<file path="src/rtl/traffic_pkg.sv">
// Shared constants for the traffic-light front end and controller.
package traffic_pkg;

  localparam int unsigned DEBOUNCE_DEF = 2;
  localparam int unsigned AGE_W_DEF    = 4;
  localparam int unsigned URGENT_DEF   = 8;

  // Debounce counter width, large enough for DEBOUNCE up to 15.
  localparam int unsigned CNT_W = 4;

  // Controller light-state encoding, kept here so both stages agree.
  localparam logic [1:0] LS_MAIN_GREEN  = 2'b00;
  localparam logic [1:0] LS_MAIN_YELLOW = 2'b01;
  localparam logic [1:0] LS_SIDE_GREEN  = 2'b10;
  localparam logic [1:0] LS_SIDE_YELLOW = 2'b11;

endpackage

</file>
<file path="src/rtl/traffic_request_conditioner_if.sv">
// Sensor/acknowledge/request bundle between the sensors, the conditioner
// and the controller.
interface traffic_request_conditioner_if
  import traffic_pkg::*;
#(
  parameter int unsigned AGE_W = AGE_W_DEF
) ();

  logic             car;
  logic             pedestrian;
  logic             car_ack;
  logic             ped_ack;
  logic             car_req;
  logic             ped_req;
  logic             car_urgent;
  logic             ped_urgent;
  logic [AGE_W-1:0] car_age;
  logic [AGE_W-1:0] ped_age;

  // Drives raw sensors and acknowledges, observes conditioned requests.
  modport master (
    output car, pedestrian, car_ack, ped_ack,
    input  car_req, ped_req, car_urgent, ped_urgent, car_age, ped_age
  );

  // The conditioner side.
  modport slave (
    input  car, pedestrian, car_ack, ped_ack,
    output car_req, ped_req, car_urgent, ped_urgent, car_age, ped_age
  );

endinterface

</file>
<file path="src/rtl/tl_req_channel.sv">
// One request channel: 2-flop sync, debounce filter, sticky request with
// waiting-age counter and urgency decode.
module tl_req_channel
  import traffic_pkg::*;
#(
  parameter int unsigned DEBOUNCE = DEBOUNCE_DEF,
  parameter int unsigned AGE_W    = AGE_W_DEF,
  parameter int unsigned URGENT   = URGENT_DEF
) (
  input  logic             clk,
  input  logic             rst,
  input  logic             raw,
  input  logic             ack,
  output logic             req,
  output logic             urgent,
  output logic [AGE_W-1:0] age
);

  logic             s1_q, s1_d;
  logic             s2_q, s2_d;
  logic             filt_q, filt_d;
  logic [CNT_W-1:0] cnt_q, cnt_d;
  logic             req_q, req_d;
  logic [AGE_W-1:0] age_q, age_d;
  logic             rise;

  // Synchroniser and debounce filter next-state.
  always_comb begin
    s1_d   = raw;
    s2_d   = s1_q;
    filt_d = filt_q;
    cnt_d  = '0;
    rise   = 1'b0;
    if (s2_q != filt_q) begin
      if (cnt_q == CNT_W'(DEBOUNCE - 1)) begin
        filt_d = s2_q;
        cnt_d  = '0;
        rise   = s2_q;
      end else begin
        cnt_d = cnt_q + 1'b1;
      end
    end
  end

  // Sticky request and age next-state. A rise while a request is already
  // pending and not being served coalesces: it falls into the plain
  // "keep counting" branch so the age is not restarted.
  always_comb begin
    req_d = req_q;
    age_d = '0;
    if (rise && (!req_q || ack)) begin
      req_d = 1'b1;
      age_d = '0;
    end else if (req_q && ack) begin
      req_d = 1'b0;
      age_d = '0;
    end else if (req_q) begin
      age_d = (age_q == '1) ? age_q : age_q + 1'b1;
    end
  end

  // State registers with synchronous reset.
  always_ff @(posedge clk) begin
    if (rst) begin
      s1_q   <= 1'b0;
      s2_q   <= 1'b0;
      filt_q <= 1'b0;
      cnt_q  <= '0;
      req_q  <= 1'b0;
      age_q  <= '0;
    end else begin
      s1_q   <= s1_d;
      s2_q   <= s2_d;
      filt_q <= filt_d;
      cnt_q  <= cnt_d;
      req_q  <= req_d;
      age_q  <= age_d;
    end
  end

  // Outputs decoded directly from registered state.
  always_comb begin
    req    = req_q;
    age    = age_q;
    urgent = req_q && (age_q >= AGE_W'(URGENT));
  end

endmodule

</file>
<file path="src/rtl/traffic_request_conditioner.sv">
// Front end for the traffic-light controller: conditions car and
// pedestrian sensor inputs into sticky, aged requests.
module traffic_request_conditioner
  import traffic_pkg::*;
#(
  parameter int unsigned DEBOUNCE = DEBOUNCE_DEF,
  parameter int unsigned AGE_W    = AGE_W_DEF,
  parameter int unsigned URGENT   = URGENT_DEF
) (
  input logic                         clk,
  input logic                         rst,
  traffic_request_conditioner_if.slave bus
);

  tl_req_channel #(
    .DEBOUNCE (DEBOUNCE),
    .AGE_W    (AGE_W),
    .URGENT   (URGENT)
  ) u_car (
    .clk    (clk),
    .rst    (rst),
    .raw    (bus.car),
    .ack    (bus.car_ack),
    .req    (bus.car_req),
    .urgent (bus.car_urgent),
    .age    (bus.car_age)
  );

  tl_req_channel #(
    .DEBOUNCE (DEBOUNCE),
    .AGE_W    (AGE_W),
    .URGENT   (URGENT)
  ) u_ped (
    .clk    (clk),
    .rst    (rst),
    .raw    (bus.pedestrian),
    .ack    (bus.ped_ack),
    .req    (bus.ped_req),
    .urgent (bus.ped_urgent),
    .age    (bus.ped_age)
  );

endmodule

</file>
<file path="src/flat_wrapper.sv">
// flat-port wrapper written by rule: the top's interface ports become plain ports
module traffic_request_conditioner_flat import traffic_pkg::*;
#(
  parameter int unsigned DEBOUNCE = DEBOUNCE_DEF,
  parameter int unsigned AGE_W    = AGE_W_DEF,
  parameter int unsigned URGENT   = URGENT_DEF
)
  (clk, rst, bus_car, bus_pedestrian, bus_car_ack, bus_ped_ack, bus_car_req, bus_ped_req, bus_car_urgent, bus_ped_urgent, bus_car_age, bus_ped_age);
  traffic_request_conditioner_if #(.AGE_W(AGE_W)) bus_i ();
  input logic clk;
  input logic rst;
  input wire logic [$bits(bus_i.car)-1:0] bus_car;
  input wire logic [$bits(bus_i.pedestrian)-1:0] bus_pedestrian;
  input wire logic [$bits(bus_i.car_ack)-1:0] bus_car_ack;
  input wire logic [$bits(bus_i.ped_ack)-1:0] bus_ped_ack;
  output wire logic [$bits(bus_i.car_req)-1:0] bus_car_req;
  output wire logic [$bits(bus_i.ped_req)-1:0] bus_ped_req;
  output wire logic [$bits(bus_i.car_urgent)-1:0] bus_car_urgent;
  output wire logic [$bits(bus_i.ped_urgent)-1:0] bus_ped_urgent;
  output wire logic [$bits(bus_i.car_age)-1:0] bus_car_age;
  output wire logic [$bits(bus_i.ped_age)-1:0] bus_ped_age;
  assign bus_i.car = bus_car;
  assign bus_i.pedestrian = bus_pedestrian;
  assign bus_i.car_ack = bus_car_ack;
  assign bus_i.ped_ack = bus_ped_ack;
  assign bus_car_req = bus_i.car_req;
  assign bus_ped_req = bus_i.ped_req;
  assign bus_car_urgent = bus_i.car_urgent;
  assign bus_ped_urgent = bus_i.ped_urgent;
  assign bus_car_age = bus_i.car_age;
  assign bus_ped_age = bus_i.ped_age;
  traffic_request_conditioner #(.DEBOUNCE(DEBOUNCE), .AGE_W(AGE_W), .URGENT(URGENT)) u_core (.clk(clk), .rst(rst), .bus(bus_i));
endmodule
</file>
<file path="config.mk">
export PLATFORM = sky130hd
export DESIGN_NAME = traffic_request_conditioner_flat
export DESIGN_NICKNAME = d
export VERILOG_FILES = /design/src/rtl/traffic_pkg.sv /design/src/rtl/traffic_request_conditioner_if.sv /design/src/rtl/tl_req_channel.sv /design/src/rtl/traffic_request_conditioner.sv /design/src/flat_wrapper.sv
export SDC_FILE = /design/constraint.sdc
export NUM_CORES = 1
export LEC_CHECK = 0
export BUFFER_PORTS_ARGS = -buffer_cell sky130_fd_sc_hd__buf_4
export CORE_MARGIN = 3
export CORE_UTILIZATION = 52
export DETAILED_ROUTE_END_ITERATION = 16
export PLACE_DENSITY = 0.75
export SYNTH_ARGS = -nofsm -noshare
export SYNTH_HDL_FRONTEND = slang
export SYNTH_SLANG_ARGS = --single-unit
</file>
<file path="constraint.sdc">
create_clock -name clk -period 1.5 [get_ports clk]
set_input_delay 0 -clock clk [delete_from_list [all_inputs] [get_ports clk]]
set_output_delay 0 -clock clk [all_outputs]
set_load 0.005 [all_outputs]
</file>
After elaboration in Yosys (flattened, before gate mapping)
Index checks and enable logic that the tools add are counted.
- register bits: 24
- output and inout port bits: 12
- input port bits: 6
- order comparisons: 2
- add/subtract/negate cells: 4
- bitwise logic cells: 4
- reduce and logical (&&, ||, !) cells: 18
- muxes and demuxes: 8
- equality and inequality tests: 6
- operators by type and width (kind ; number):
    $add A4 B1 Y4 const B ; 4
    $eq A4 B1 Y1 const B ; 2
    $eq A4 B4 Y1 const B ; 2
    $ge A4 B4 Y1 const B ; 2
    $mux W1 ; 8
    $reduce_or A4 Y1 ; 2
    $logic_and A1 B1 Y1 ; 6
    $reduce_or A3 Y1 ; 2
    $not A1 Y1 ; 4
    $reduce_and A2 Y1 ; 2
    $reduce_bool A2 Y1 ; 2
    $logic_not A1 Y1 ; 2
    $logic_or A1 B1 Y1 ; 2
    $ne A1 B1 Y1 ; 2

Depth between registers and ports, before layout
- depth after elaboration: 5
- gate-level depth with buffers: 5
- mapped depth without buffers: 5

Hierarchy
Synthesis repeated with hierarchy kept, for this count alone.
- cells, all modules: 104
- area total of the unflattened synthesis: 991.0 µm²
- by module, submodules not included (module ; cells each ; times used ; area an instance (µm²)):
    tl_req_channel ; 52 ; 2 ; 495.5

Least setup slack after synthesis
OpenSTA, ideal clock, no wires.
- kind: register to register
- start: register u_core.u_car.cnt_q[1]
- end: register u_core.u_car.cnt_q[2]
- library setup time: 64 ps
- data required time: 1436 ps
- setup slack: 291 ps
- cell stages (with the launch flop): 6
- arrival: 1145 ps
- cell sequence: dfxtp_1 inv_1 ha_1 nor3b_2 or3_4 nor2_1
- cells in the longest elaborated chain, start to end: 2
- ends and longest elaborated chain (element ; line ; source):
    start: declaration ; tl_req_channel.sv:22 ; logic [CNT_W-1:0] cnt_q, cnt_d;
    start signal: assignment ; tl_req_channel.sv:75 ; cnt_q <= cnt_d;
    branches (longest 2 deep; another with $add A4 B1 Y4) ; -- ;
Parallel ways; which one is timed is not known.
A chain may end at the register's enable or synchronous reset.

Final worst setup path
- start: register u_core.u_car.cnt_q[1]
- end: register u_core.u_car.cnt_q[3]
Same word-level chain as after synthesis.

==> key figures <==
Outcome
  – Status: finished clean

Worst hold path
  – Worst hold path depth: 4
  – Worst min path class: in2reg
  – Hold endpoint: u_core.u_ped.age[0]
  – Min-Delay Startpoint: bus_ped_ack

Worst setup path
  – Crit path capture type: register
  – Critical Path, Cell by Cell: inv_1 -> ha_1 -> nor3b_2 -> or3_4 -> nor2_1
  – Slowest stage delay, CP: 0.39 ns
  – Startpoint class of the critical path: register
  – Arrival time worst endpoint: 1.58 ns
  – R2r endpoint: u_core.u_car.cnt_q[3]
  – CP delay by family, top: simple AND/OR/NAND/NOR gates
  – Slowest CP cell: or3_4
  – WP buf/inv: 1
  – CP Max Fanout: 4
  – Worst EP required: 1.76 ns
  – Reg2Reg Depth: 5
  – RR Startpoint: u_core.u_car.cnt_q[1]
  – R2R Setup Slk: 0.18 ns
  – Crit Path Category: reg2reg

GRT
  – First-pass GRT wire length: 2.85 mm
  – All-layer global routing usage: 15.0%
  – Antenna violations before repair: 0
  – Largest net degree at the start of global routing: 15
  – Vias in the first global route: 681
  – Total gr overflow: 0

Pwr
  – Total power: 1.15 mW
  – Switching fraction of total power: 18.3%
  – Clock power share: 39.8%
  – Reg power frac: 56.3%
  – Switching power: 212 uW
  – P_leak: 0.538 nW
  – Internal power: 943 uW
  – Pwr per Cell Area: 922 mW/mm^2
  – Comb pwr share: 3.8%
  – Peak supply drop: 0.000729 V

Die
  – Initial Util: 56.5%
  – Total Die Area: 0.00248 sq mm
  – Die Y-Extent: 49.8 um
  – Die width: 49.8 um
  – Io pins: 18
  – Total core area: 0.00176 sq mm
  – FP Rows: 15

Placed design
  – DP Wirelength: 1.18 mm
  – Placed inst area: 0.00115 sq mm
  – Cell count after placement: 146
  – # port buffers: 17
  – Gpl congestion: 0.749

Detailed routing
  – DRC Markers: 0
  – Vias: 741
  – DR pass1 iterations: 4
  – Routed length per instance: 10.4 um
  – Routed vias/inst: 4.78
  – Final WL: 1.61 mm
  – DR iter-0 viols: 5
  – Routed Antenna Nets: 0

Run
  – Max-cap violations: 0

Finish
  – Diode count: 0
  – Storage cell area: 480 sq um
  – Share of post-route cells with drive strength above 1: 19.2%
  – Fill cells: 162
  – Core utilization of the finished layout: 71.0%
  – Fin nets: 145
  – Area Growth Syn to Fin: 25.8%
  – Layout Cells excl Fill: 155
  – Area of the multi-input gates: 488 sq um
  – Finished layout cell area: 0.00125 sq mm

Yosys
  – Area leader, netlist: dfxtp_1
  – Gate Count Post-Synth: 105
  – Cell area after synthesis: 996 sq um
  – Register bit total from synthesis: 24
  – Yosys warnings: 0
  – Seq/Total Area, Yosys: 48.2%
  – Synth Area per Inst: 9.49 sq um
  – Post-synth top area share: 48.2%
  – Post-Syn Nets: 119
  – Post-synth cell types: 17
  – Top post-synthesis cells by area: dfxtp_1 (48%), ha_1 (10%), nor2_1 (8.3%), xnor2_1 (5.3%), mux2i_1 (4.0%)

Clock network
  – Number of clock sinks seen by CTS: 24
  – Setup repair bufs after CTS: 0
  – Worst-Skew Late Latency: 0.31 ns
  – CTS tree: yes
  – Clk buf depth: 2
  – Cts bufs inserted: 3
  – Post-CTS Resized: 0
  – Clock-pin slew on the worst setup and hold paths: 0.13 ns
  – Max H-tree Level: 1
  – Root buffer cell: clkbuf_4

STA
  – Crit path time final: 1.32 ns
  – Setup TNS: 0 ns
  – Max-slew violation count: 0
  – Final worst path period share: 87.9%
  – Slew headroom: 81.3%
  – Unrepaired setup endpoints after global routing: false
  – Final Hold Vio Count: 0
  – Fmax: 0.759 GHz
  – Slew of the pin with the lowest slew margin: 0.280 ns
  – Setup Skew: 0.00139 ns
  – Setup Viol. Count Final: 0
Yosys cell counts:
library cell,number
buf_2,1
dfxtp_1,24
nor2_1,22
a31oi_1,2
xnor2_1,6
nor3b_1,2
ha_1,8
mux2i_1,4
nand2_1,6
nand3_1,8
nor3b_2,2
or3_4,2
inv_1,6
nor3_1,4
and2_1,2
nor2b_1,4
xor2_1,2
per-layer routing:
layer | part of all wire [%] | vias to the layer above | global-route usage, %
met5 | 0 | - | 0
met4 | 1.9 | 0 | 6.91
met3 | 3.2 | 4 | 3.63
met2 | 49 | 10 | 26.0
met1 | 45 | 335 | 17.3
li1 | - | 392 | -
placed cells by master (no fill, tap or decap):
cell,synthesis,layout
bufinv_16,0,1
nor3_1,4,4
nor2_1,22,22
inv_1,6,6
nand2_1,6,6
dfxtp_1,24,24
a31oi_1,2,2
and2_1,2,2
ha_1,8,8
buf_4,0,17
or3_4,2,2
dlygate4sd3_1,0,5
mux2i_1,4,4
nor3b_2,2,2
xor2_1,2,2
nand3_1,8,8
xnor2_1,6,6
nor3b_1,2,2
clkbuf_4,0,3
nor2b_1,4,4
state kept, by name, summed over array words and instances (netlist names), 4 cells and up:
register / cells
u_core.u_car.age: 4
u_core.u_car.cnt_q: 4
u_core.u_ped.cnt_q: 4
u_core.u_ped.age: 4
cell families after synthesis:
kind of cell,Yosys count,synth area share (%)
buf+inv,7,2.76
simple gates,52,26.6
fa+ha+maj,8,10.1
flops,24,48.2
compound gates,2,1.26
xor+xnor,8,7.04
mux,4,4.02
worst max path at each step:
stage	startpoint	to	slack, ns	cells past startpoint
2_1_floorplan	u_core.u_car.cnt_q[1]	u_core.u_car.cnt_q[2]	0.29	5
3_3_place_gp	u_core.u_car.cnt_q[1]	u_core.u_car.cnt_q[2]	0.24	5
3_5_place_dp	u_core.u_ped.cnt_q[1]	u_core.u_ped.cnt_q[3]	0.21	5
4_1_cts	u_core.u_car.cnt_q[1]	u_core.u_car.cnt_q[3]	0.17	5
5_1_grt	u_core.u_car.cnt_q[1]	u_core.u_car.cnt_q[3]	0.10	5
6_report	u_core.u_car.cnt_q[1]	u_core.u_car.cnt_q[3]	0.18	5
tightest hold or removal path, delay by kind of cell:
family                 cells  cell delay [ns]
buffers and inverters      1             0.08
and+or+nand+nor            3             0.23
stage by stage:
step,worst slack (ns),hold slack (ns)
after floorplan,0.291,0.128
after global placement,0.244,0.213
after detailed placement,0.212,0.219
after CTS,0.168,0.0285
after global routing,0.102,0.0385
final,0.182,0.0296
what timing repair did:
item | 4_1_cts | 5_1_grt
hold endpoints to repair | 6 | 0
endpoints found under the setup margin | 0 | 0
hold buffers | 5 | 0
final cells by class:
cell class,count,share of cell area (%)
sequential,24,38.4
clock inverter,1,2.40
multi-input combinational,74,39.0
clock buffer,3,1.80
tap,25,2.50
timing repair buffer,22,14.2
inverter,6,1.80
power by group through the flow:
stage                     Clock (mW)  Combinational, mW  Sequential, mW
after detailed placement           0             0.0340           0.664
after CTS                      0.472             0.0442           0.650
after global routing           0.495             0.0497           0.652
final                          0.460             0.0443           0.650
after floorplan                    0             0.0205           0.663
after global placement             0             0.0331           0.664
Power figures use the tool's default switching activity.
